`src/rtl/rtc_display_latch_pkg.sv`:
```
// Shared types and constants for the RTC display latch: register map, BCD byte type,
// alarm FSM states and the default alarm hold length.
package rtc_display_latch_pkg;

  typedef logic [7:0] bcd_t;
  typedef logic [3:0] addr_t;

  localparam addr_t ADDR_HOUR1  = 4'd0;
  localparam addr_t ADDR_HOUR2  = 4'd1;
  localparam addr_t ADDR_HOUR3  = 4'd2;
  localparam addr_t ADDR_FECHA1 = 4'd3;
  localparam addr_t ADDR_FECHA2 = 4'd4;
  localparam addr_t ADDR_FECHA3 = 4'd5;
  localparam addr_t ADDR_TIMER1 = 4'd6;
  localparam addr_t ADDR_TIMER2 = 4'd7;
  localparam addr_t ADDR_TIMER3 = 4'd8;

  localparam int unsigned NumRegs            = 9;
  localparam int unsigned DefaultAlarmFrames = 600;

  typedef enum logic {StIdle, StRinging} alarm_state_e;

  function automatic logic is_bcd(bcd_t b);
    return (b[7:4] <= 4'd9) && (b[3:0] <= 4'd9);
  endfunction

endpackage

```
`src/rtl/rtc_display_latch_if.sv`:
```
// Byte-write channel from the RTC read/program FSM into the display latch shadow bank.
interface rtc_display_latch_if;
  import rtc_display_latch_pkg::*;

  logic  wr_valid;
  logic  wr_ready;
  addr_t wr_addr;
  bcd_t  wr_data;
  logic  wr_last;

  modport master (output wr_valid, output wr_addr, output wr_data, output wr_last,
                  input wr_ready);
  modport slave  (input wr_valid, input wr_addr, input wr_data, input wr_last,
                  output wr_ready);

endinterface

```
`src/rtl/rtc_display_latch_frame_edge_det.sv`:
```
// Registers vsync and flags the cycle in which it moves to its active level.
module rtc_display_latch_frame_edge_det #(
  parameter bit VSYNC_ACTIVE_LOW = 1'b1
) (
  input  logic clk,
  input  logic reset,
  input  logic vsync,
  output logic frame_edge
);

  // Resetting to the idle level keeps the first post-reset cycle from looking like an edge.
  localparam logic InactiveLevel = VSYNC_ACTIVE_LOW;

  logic vsync_d, vsync_q;

  always_comb begin
    vsync_d = vsync;
  end

  always_ff @(posedge clk) begin
    if (reset) begin
      vsync_q <= InactiveLevel;
    end else begin
      vsync_q <= vsync_d;
    end
  end

  assign frame_edge = (vsync != InactiveLevel) && (vsync_q == InactiveLevel);

endmodule

```
`src/rtl/rtc_display_latch.sv`:
```
// Shadow/display double bank for RTC, date and timer bytes, committed on vsync, plus the
// timer-expiry alarm. Define BCD_CHECK_EN to drop non-BCD writes and raise sticky bcd_err.
module rtc_display_latch
  import rtc_display_latch_pkg::*;
#(
  parameter bit          VSYNC_ACTIVE_LOW = 1'b1,
  parameter int unsigned ALARM_FRAMES     = DefaultAlarmFrames,
  parameter int unsigned FCNT_W           = 10
) (
  input  logic                 clk,
  input  logic                 reset,
  rtc_display_latch_if.slave   wr,
  input  logic                 vsync,
  input  logic                 alarm_arm,
  input  logic                 alarm_ack,
  output bcd_t                 hour_out1,
  output bcd_t                 hour_out2,
  output bcd_t                 hour_out3,
  output bcd_t                 fecha_out1,
  output bcd_t                 fecha_out2,
  output bcd_t                 fecha_out3,
  output bcd_t                 timer_out1,
  output bcd_t                 timer_out2,
  output bcd_t                 timer_out3,
  output logic                 activar_alarma,
  output logic                 commit_pending,
  output logic                 bcd_err
);

  logic frame_edge;

  rtc_display_latch_frame_edge_det #(
    .VSYNC_ACTIVE_LOW (VSYNC_ACTIVE_LOW)
  ) u_frame_edge_det (
    .clk        (clk),
    .reset      (reset),
    .vsync      (vsync),
    .frame_edge (frame_edge)
  );

  bcd_t         shadow_d [NumRegs];
  bcd_t         shadow_q [NumRegs];
  bcd_t         disp_d   [NumRegs];
  bcd_t         disp_q   [NumRegs];
  logic         pend_d, pend_q;
  alarm_state_e state_d, state_q;
  logic [FCNT_W-1:0] fcnt_d, fcnt_q;

  logic wr_ready, accept, data_ok, commit, new_zero, cur_zero, trigger;

  // Writes are refused only in the commit cycle so the shadow is stable while it is copied.
  assign wr_ready    = !frame_edge;
  assign wr.wr_ready = wr_ready;
  assign accept      = wr.wr_valid && wr_ready;
  assign commit      = frame_edge && pend_q;

`ifdef BCD_CHECK_EN
  assign data_ok = is_bcd(wr.wr_data);
`else
  assign data_ok = 1'b1;
`endif

  always_comb begin
    shadow_d = shadow_q;
    for (int i = 0; i < NumRegs; i++) begin
      if (accept && data_ok && (wr.wr_addr == 4'(i))) begin
        shadow_d[i] = wr.wr_data;
      end
    end
  end

  always_comb begin
    pend_d = pend_q;
    if (accept && wr.wr_last) begin
      pend_d = 1'b1;
    end else if (commit) begin
      pend_d = 1'b0;
    end
  end

  always_comb begin
    disp_d = disp_q;
    if (commit) begin
      disp_d = shadow_q;
    end
  end

  assign new_zero = (shadow_q[ADDR_TIMER1] == 8'h00) && (shadow_q[ADDR_TIMER2] == 8'h00) &&
                    (shadow_q[ADDR_TIMER3] == 8'h00);
  assign cur_zero = (disp_q[ADDR_TIMER1] == 8'h00) && (disp_q[ADDR_TIMER2] == 8'h00) &&
                    (disp_q[ADDR_TIMER3] == 8'h00);
  // Only a nonzero -> zero transition counts as expiry.
  assign trigger  = commit && alarm_arm && new_zero && !cur_zero;

  always_comb begin
    state_d = state_q;
    fcnt_d  = fcnt_q;
    if (alarm_ack || !alarm_arm) begin
      state_d = StIdle;
      fcnt_d  = '0;
    end else if (trigger) begin
      state_d = StRinging;
      fcnt_d  = '0;
    end else if ((state_q == StRinging) && frame_edge) begin
      if (fcnt_q >= FCNT_W'(ALARM_FRAMES - 1)) begin
        state_d = StIdle;
        fcnt_d  = '0;
      end else begin
        fcnt_d = fcnt_q + FCNT_W'(1);
      end
    end
  end

  always_ff @(posedge clk) begin
    if (reset) begin
      shadow_q <= '{default: '0};
      disp_q   <= '{default: '0};
      pend_q   <= 1'b0;
      state_q  <= StIdle;
      fcnt_q   <= '0;
    end else begin
      shadow_q <= shadow_d;
      disp_q   <= disp_d;
      pend_q   <= pend_d;
      state_q  <= state_d;
      fcnt_q   <= fcnt_d;
    end
  end

`ifdef BCD_CHECK_EN
  logic bcd_err_d, bcd_err_q;

  always_comb begin
    bcd_err_d = bcd_err_q;
    if (accept && (wr.wr_addr <= ADDR_TIMER3) && !data_ok) begin
      bcd_err_d = 1'b1;
    end
  end

  always_ff @(posedge clk) begin
    if (reset) begin
      bcd_err_q <= 1'b0;
    end else begin
      bcd_err_q <= bcd_err_d;
    end
  end

  assign bcd_err = bcd_err_q;
`else
  assign bcd_err = 1'b0;
`endif

  assign hour_out1      = disp_q[ADDR_HOUR1];
  assign hour_out2      = disp_q[ADDR_HOUR2];
  assign hour_out3      = disp_q[ADDR_HOUR3];
  assign fecha_out1     = disp_q[ADDR_FECHA1];
  assign fecha_out2     = disp_q[ADDR_FECHA2];
  assign fecha_out3     = disp_q[ADDR_FECHA3];
  assign timer_out1     = disp_q[ADDR_TIMER1];
  assign timer_out2     = disp_q[ADDR_TIMER2];
  assign timer_out3     = disp_q[ADDR_TIMER3];
  assign activar_alarma = (state_q == StRinging);
  assign commit_pending = pend_q;

endmodule

```
`src/flat_wrapper.sv`:
```
// flat-port wrapper written by rule: the top's interface ports become plain ports
module rtc_display_latch_flat import rtc_display_latch_pkg::*;
#(
  parameter bit          VSYNC_ACTIVE_LOW = 1'b1,
  parameter int unsigned ALARM_FRAMES     = DefaultAlarmFrames,
  parameter int unsigned FCNT_W           = 10
)
  (clk, reset, vsync, alarm_arm, alarm_ack, hour_out1, hour_out2, hour_out3, fecha_out1, fecha_out2, fecha_out3, timer_out1, timer_out2, timer_out3, activar_alarma, commit_pending, bcd_err, wr_wr_valid, wr_wr_addr, wr_wr_data, wr_wr_last, wr_wr_ready);
  rtc_display_latch_if wr_i ();
  input  logic clk;
  input  logic reset;
  input  logic vsync;
  input  logic alarm_arm;
  input  logic alarm_ack;
  output bcd_t hour_out1;
  output bcd_t hour_out2;
  output bcd_t hour_out3;
  output bcd_t fecha_out1;
  output bcd_t fecha_out2;
  output bcd_t fecha_out3;
  output bcd_t timer_out1;
  output bcd_t timer_out2;
  output bcd_t timer_out3;
  output logic activar_alarma;
  output logic commit_pending;
  output logic bcd_err;
  input wire logic [$bits(wr_i.wr_valid)-1:0] wr_wr_valid;
  input wire logic [$bits(wr_i.wr_addr)-1:0] wr_wr_addr;
  input wire logic [$bits(wr_i.wr_data)-1:0] wr_wr_data;
  input wire logic [$bits(wr_i.wr_last)-1:0] wr_wr_last;
  output wire logic [$bits(wr_i.wr_ready)-1:0] wr_wr_ready;
  assign wr_i.wr_valid = wr_wr_valid;
  assign wr_i.wr_addr = wr_wr_addr;
  assign wr_i.wr_data = wr_wr_data;
  assign wr_i.wr_last = wr_wr_last;
  assign wr_wr_ready = wr_i.wr_ready;
  rtc_display_latch #(.VSYNC_ACTIVE_LOW(VSYNC_ACTIVE_LOW), .ALARM_FRAMES(ALARM_FRAMES), .FCNT_W(FCNT_W)) u_core (.clk(clk), .reset(reset), .wr(wr_i), .vsync(vsync), .alarm_arm(alarm_arm), .alarm_ack(alarm_ack), .hour_out1(hour_out1), .hour_out2(hour_out2), .hour_out3(hour_out3), .fecha_out1(fecha_out1), .fecha_out2(fecha_out2), .fecha_out3(fecha_out3), .timer_out1(timer_out1), .timer_out2(timer_out2), .timer_out3(timer_out3), .activar_alarma(activar_alarma), .commit_pending(commit_pending), .bcd_err(bcd_err));
endmodule
```
`config.mk`:
```
export PLATFORM = sky130hd
export DESIGN_NAME = rtc_display_latch_flat
export DESIGN_NICKNAME = d
export VERILOG_FILES = /design/src/rtl/rtc_display_latch_pkg.sv /design/src/rtl/rtc_display_latch_if.sv /design/src/rtl/rtc_display_latch_frame_edge_det.sv /design/src/rtl/rtc_display_latch.sv /design/src/flat_wrapper.sv
export SDC_FILE = /design/constraint.sdc
export NUM_CORES = 1
export LEC_CHECK = 0
export CAP_MARGIN = 20
export CELL_PAD_IN_SITES_DETAIL_PLACEMENT = 0
export CELL_PAD_IN_SITES_GLOBAL_PLACEMENT = 1
export CORE_MARGIN = 2
export CORE_UTILIZATION = 43
export CTS_BUF_LIST = sky130_fd_sc_hd__clkbuf_8 sky130_fd_sc_hd__clkbuf_16
export CTS_CLUSTER_DIAMETER = 200
export DETAILED_ROUTE_END_ITERATION = 12
export PLACE_DENSITY_LB_ADDON = 0.1
export SLEW_MARGIN = 30
export SYNTH_ARGS = -nofsm -noshare
export SYNTH_HDL_FRONTEND = slang
export SYNTH_SLANG_ARGS = --single-unit
```
`constraint.sdc`:
```
create_clock -name clk -period 4.1 [get_ports clk]
set_input_delay 0.615 -clock clk [delete_from_list [all_inputs] [get_ports clk]]
set_output_delay 0.615 -clock clk [all_outputs]
set_load 0.02 [all_outputs]
```
==> metrics.txt <==
Synth Flop Type dfxtp_1; number of flops mapped to enable cells by yosys 0; critical path endpoint category output pin; Initial Utilization 44.4%; post-route setup slack 0.875 ns; cell internal pwr 2.62 mW; simple-gate share of the synthesized area 21.6%; post-synth top area share 53.1%; unrepaired setup endpoints after global routing false; met2 global-route usage 34.8%; slowest CP cell nor2b_1; Syn-to-layout area delta 27.4%; Comb pwr share 4.0%; GRT Total Usage 21.8%; post-synthesis xor/xnor area fraction 1.18%; crit-path max cell delay 0.67 ns; DR WL/cell 16.3 um; Die Height 121 um; Post-CTS Hold Fix Bufs 0; CTS sink cnt 157; final setup violation count 0; crit-path cells clkdlybuf4s50_1, nor2b_1, inv_2, clkdlybuf4s50_1; most frequent CP cell clkdlybuf4s50_1; worst endpoint required time 3.48 ns; Die Width 121 um; vias in the first global route 4,840; Peak VDD IR 0.436 mV; Cell Rows 42; Final Hold Fails 0; postcts setup bufs 0; core area 13,300 um2; Worst-Margin Slew 0.967 ns; leakage 2.67 nW; GP Congestion 0.801; Most Crowded Layer GR met2; drt initial violations 320; post-route setup TNS 0 ns; Post-Synthesis Net Count 721; # H-tree levels 4; DRC viols 0; Worst-Skew Late Latency 0.43 ns; met1 usage 28.4%; Cell Area, Placed 6900 um2; Synth area leader dfxtp_1; worst clock skew 0.00907 ns; Seq pwr share 45.8%; Slew Limit Fails 0; dpl hpwl 9.90 mm; GRT met3 Usage 5.73%; Worst-path clk slew 0.06 ns; post-synthesis mux area share 5.58%; total CTS buffers 17; initial antenna violation count 0; top cells by area, synth dfxtp_1 53%, a21oi_1 9.6%, nand2_1 9.4%, mux2i_1 5.6%, nand3_1 3.6%; switching pwr 0.736 mW; asr flop ratio synth 0%; Netlist cell types 43; Fmax 310 MHz; pin count of the biggest net entering global routing 97; Final min period 3.22 ns; Hold Path Class reg -> reg; number of synthesis warnings 0; CTS max path bufs 2; sequential share of the synthesized area 53.1%; DRT Pass-1 Iters 5; full die area 14,700 um2; kind of critical path in -> out; final wirelength 15.5 mm; Startpoint Class input pin; max_cap viols 0; vias 5,078; design area 7550 um2; Nets 782; Synth Cell Area 5920 um2; Mean Syn Cell Area 8.45 um2; # diodes 0; Synth Area in Compound Gates 14.0%; Vias per Instance 5.34; grt ovf 0; FILL cells 1,253; clock share of power 50.2%; status finished, final reports clean; Post-DRT Antenna Nets 0; adder-cell area share of the yosys netlist 0.211%; Max Fanout on Critical Path 9; CTS tree done; dpl ws 0.895 ns; share of layout cells above drive strength 1 6.97%; first-pass GRT wire length 25.0 mm; Sw Share 21.9%; Slew HR 35.1%; Synth Register Bits 157; post-synthesis cell count 701; largest family of logic cells by synthesized area simple AND/OR/NAND/NOR gates; # IOs 95; Crit path arrival time 2.61 ns; crit share post-route 78.7%; Post-CTS Resized 0; root buf cell clkbuf_16; IO Port Bufs 93; power density over the cells 445 nW/um2
## synthesized netlist by cell type (all sizes together) (4+ instances only)
master and n:
nand4 7, or4 4, nor3 13, nand2 148, xor2 4, mux2i 33
dfxtp 157, nand3 43, o21ai 40, xnor2 4, nor2 37, buf 11
a21oi 114, clkbuf 47, nor4 11
## path summary, 6_finish.rpt
check	from	end	slack (ns)	depth (start not counted)
worst max register to register	u_core.u_frame_edge_det.vsync_q	u_core.fcnt_q[0]	1.81	4
worst min register to register	u_core.shadow_q[64]	u_core.hour_out1[0]	0.45	2
worst max-delay path	vsync	wr_wr_ready	0.88	4
worst min-delay path	u_core.shadow_q[64]	u_core.hour_out1[0]	0.45	2
## cells in the final DEF (no fill, tap or decap), types with 2 or more instances in the layout
cell type	instances
clkinv_2	2
o21ai_0	27
bufinv_16	4
nand4_2	3
mux2i_1	33
buf_4	7
dfxtp_1	157
xnor2_1	4
nor2_1	36
nor4_4	2
xor2_1	4
nand2_1	147
and4_1	3
nand4_1	4
clkinv_4	4
clkdlybuf4s50_1	92
clkbuf_16	17
nand2b_1	2
nor4_1	9
nand3_1	43
inv_2	2
clkbuf_8	2
or4_1	3
o21ai_1	13
nor2b_1	2
nor3_1	13
a21oi_1	114
or2_2	2
clkinvlp_4	2
## state kept, by name, indices dropped and copies added, names as in the netlist
| name | flops |
|---|---|
| u_core.timer_out1 | 8 |
| u_core.shadow_q | 72 |
| u_core.timer_out2 | 8 |
| u_core.u_frame_edge_det.vsync_q | 1 |
| u_core.timer_out3 | 8 |
| u_core.activar_alarma | 1 |
| u_core.fecha_out2 | 8 |
| u_core.fecha_out1 | 8 |
| u_core.hour_out2 | 8 |
| u_core.hour_out1 | 8 |
| u_core.fecha_out3 | 8 |
| u_core.commit_pending | 1 |
| u_core.hour_out3 | 8 |
| u_core.fcnt_q | 10 |
## metrics by stage
| stage | total power [mW] | utilization, % | hold WS (ns) | instances |
|---|---|---|---|---|
| after floorplan | 1.65 | - | 0.428 | 701 |
| after global placement | 1.70 | 51.7 | 0.436 | 919 |
| after detailed placement | 1.70 | 51.7 | 0.442 | 919 |
| after CTS | 3.38 | 56.5 | 0.453 | 951 |
| after global routing | 3.46 | 56.5 | 0.473 | 951 |
| final | 3.36 | 56.5 | 0.445 | 951 |
## layer usage
| metal | vias to the layer above | part of all wire (%) |
|---|---|---|
| li1 | 2516 | - |
| met1 | 2423 | 46 |
| met2 | 117 | 48 |
| met3 | 22 | 5.0 |
| met4 | 0 | 1.6 |
| met5 | - | 0 |
## layout make-up
class                   instances  area, um2  area share (%)
multi-input cells             483       2540            33.7
flip-flops and latches        157       3140            41.7
clock inverters                13        189            2.50
inverters                       3       11.3           0.149
well taps                     176        220            2.92
repair buffers                100        985            13.0
clock buffers                  19        453            6.00
## critical path, delay by kind of cell
kind,cells,cell delay [ns]
buffers and inverters,3,1.31
and+or+nand+nor,1,0.67
## power by group through the flow
| stage | registers (mW) | logic, mW | clock network [mW] |
|---|---|---|---|
| after floorplan | 1.57 | 0.0822 | 0 |
| after global placement | 1.57 | 0.130 | 0 |
| after detailed placement | 1.57 | 0.132 | 0 |
| after CTS | 1.54 | 0.133 | 1.71 |
| after global routing | 1.54 | 0.144 | 1.78 |
| final | 1.54 | 0.133 | 1.69 |
## kinds of logic (layout without fill, tap and decap cells)
kind of cell / Yosys count / in the layout
multiplexers: 33 / 33
AO/OA/AOI/OAI: 161 / 161
AND/OR/NAND/NOR: 279 / 279
other: 1 / 1
adder cells (fa/ha/maj): 1 / 1
buffers and inverters: 61 / 135
flip-flops: 157 / 157
XOR/XNOR: 8 / 8
Note: power is estimated with default switching activity, not from simulation.
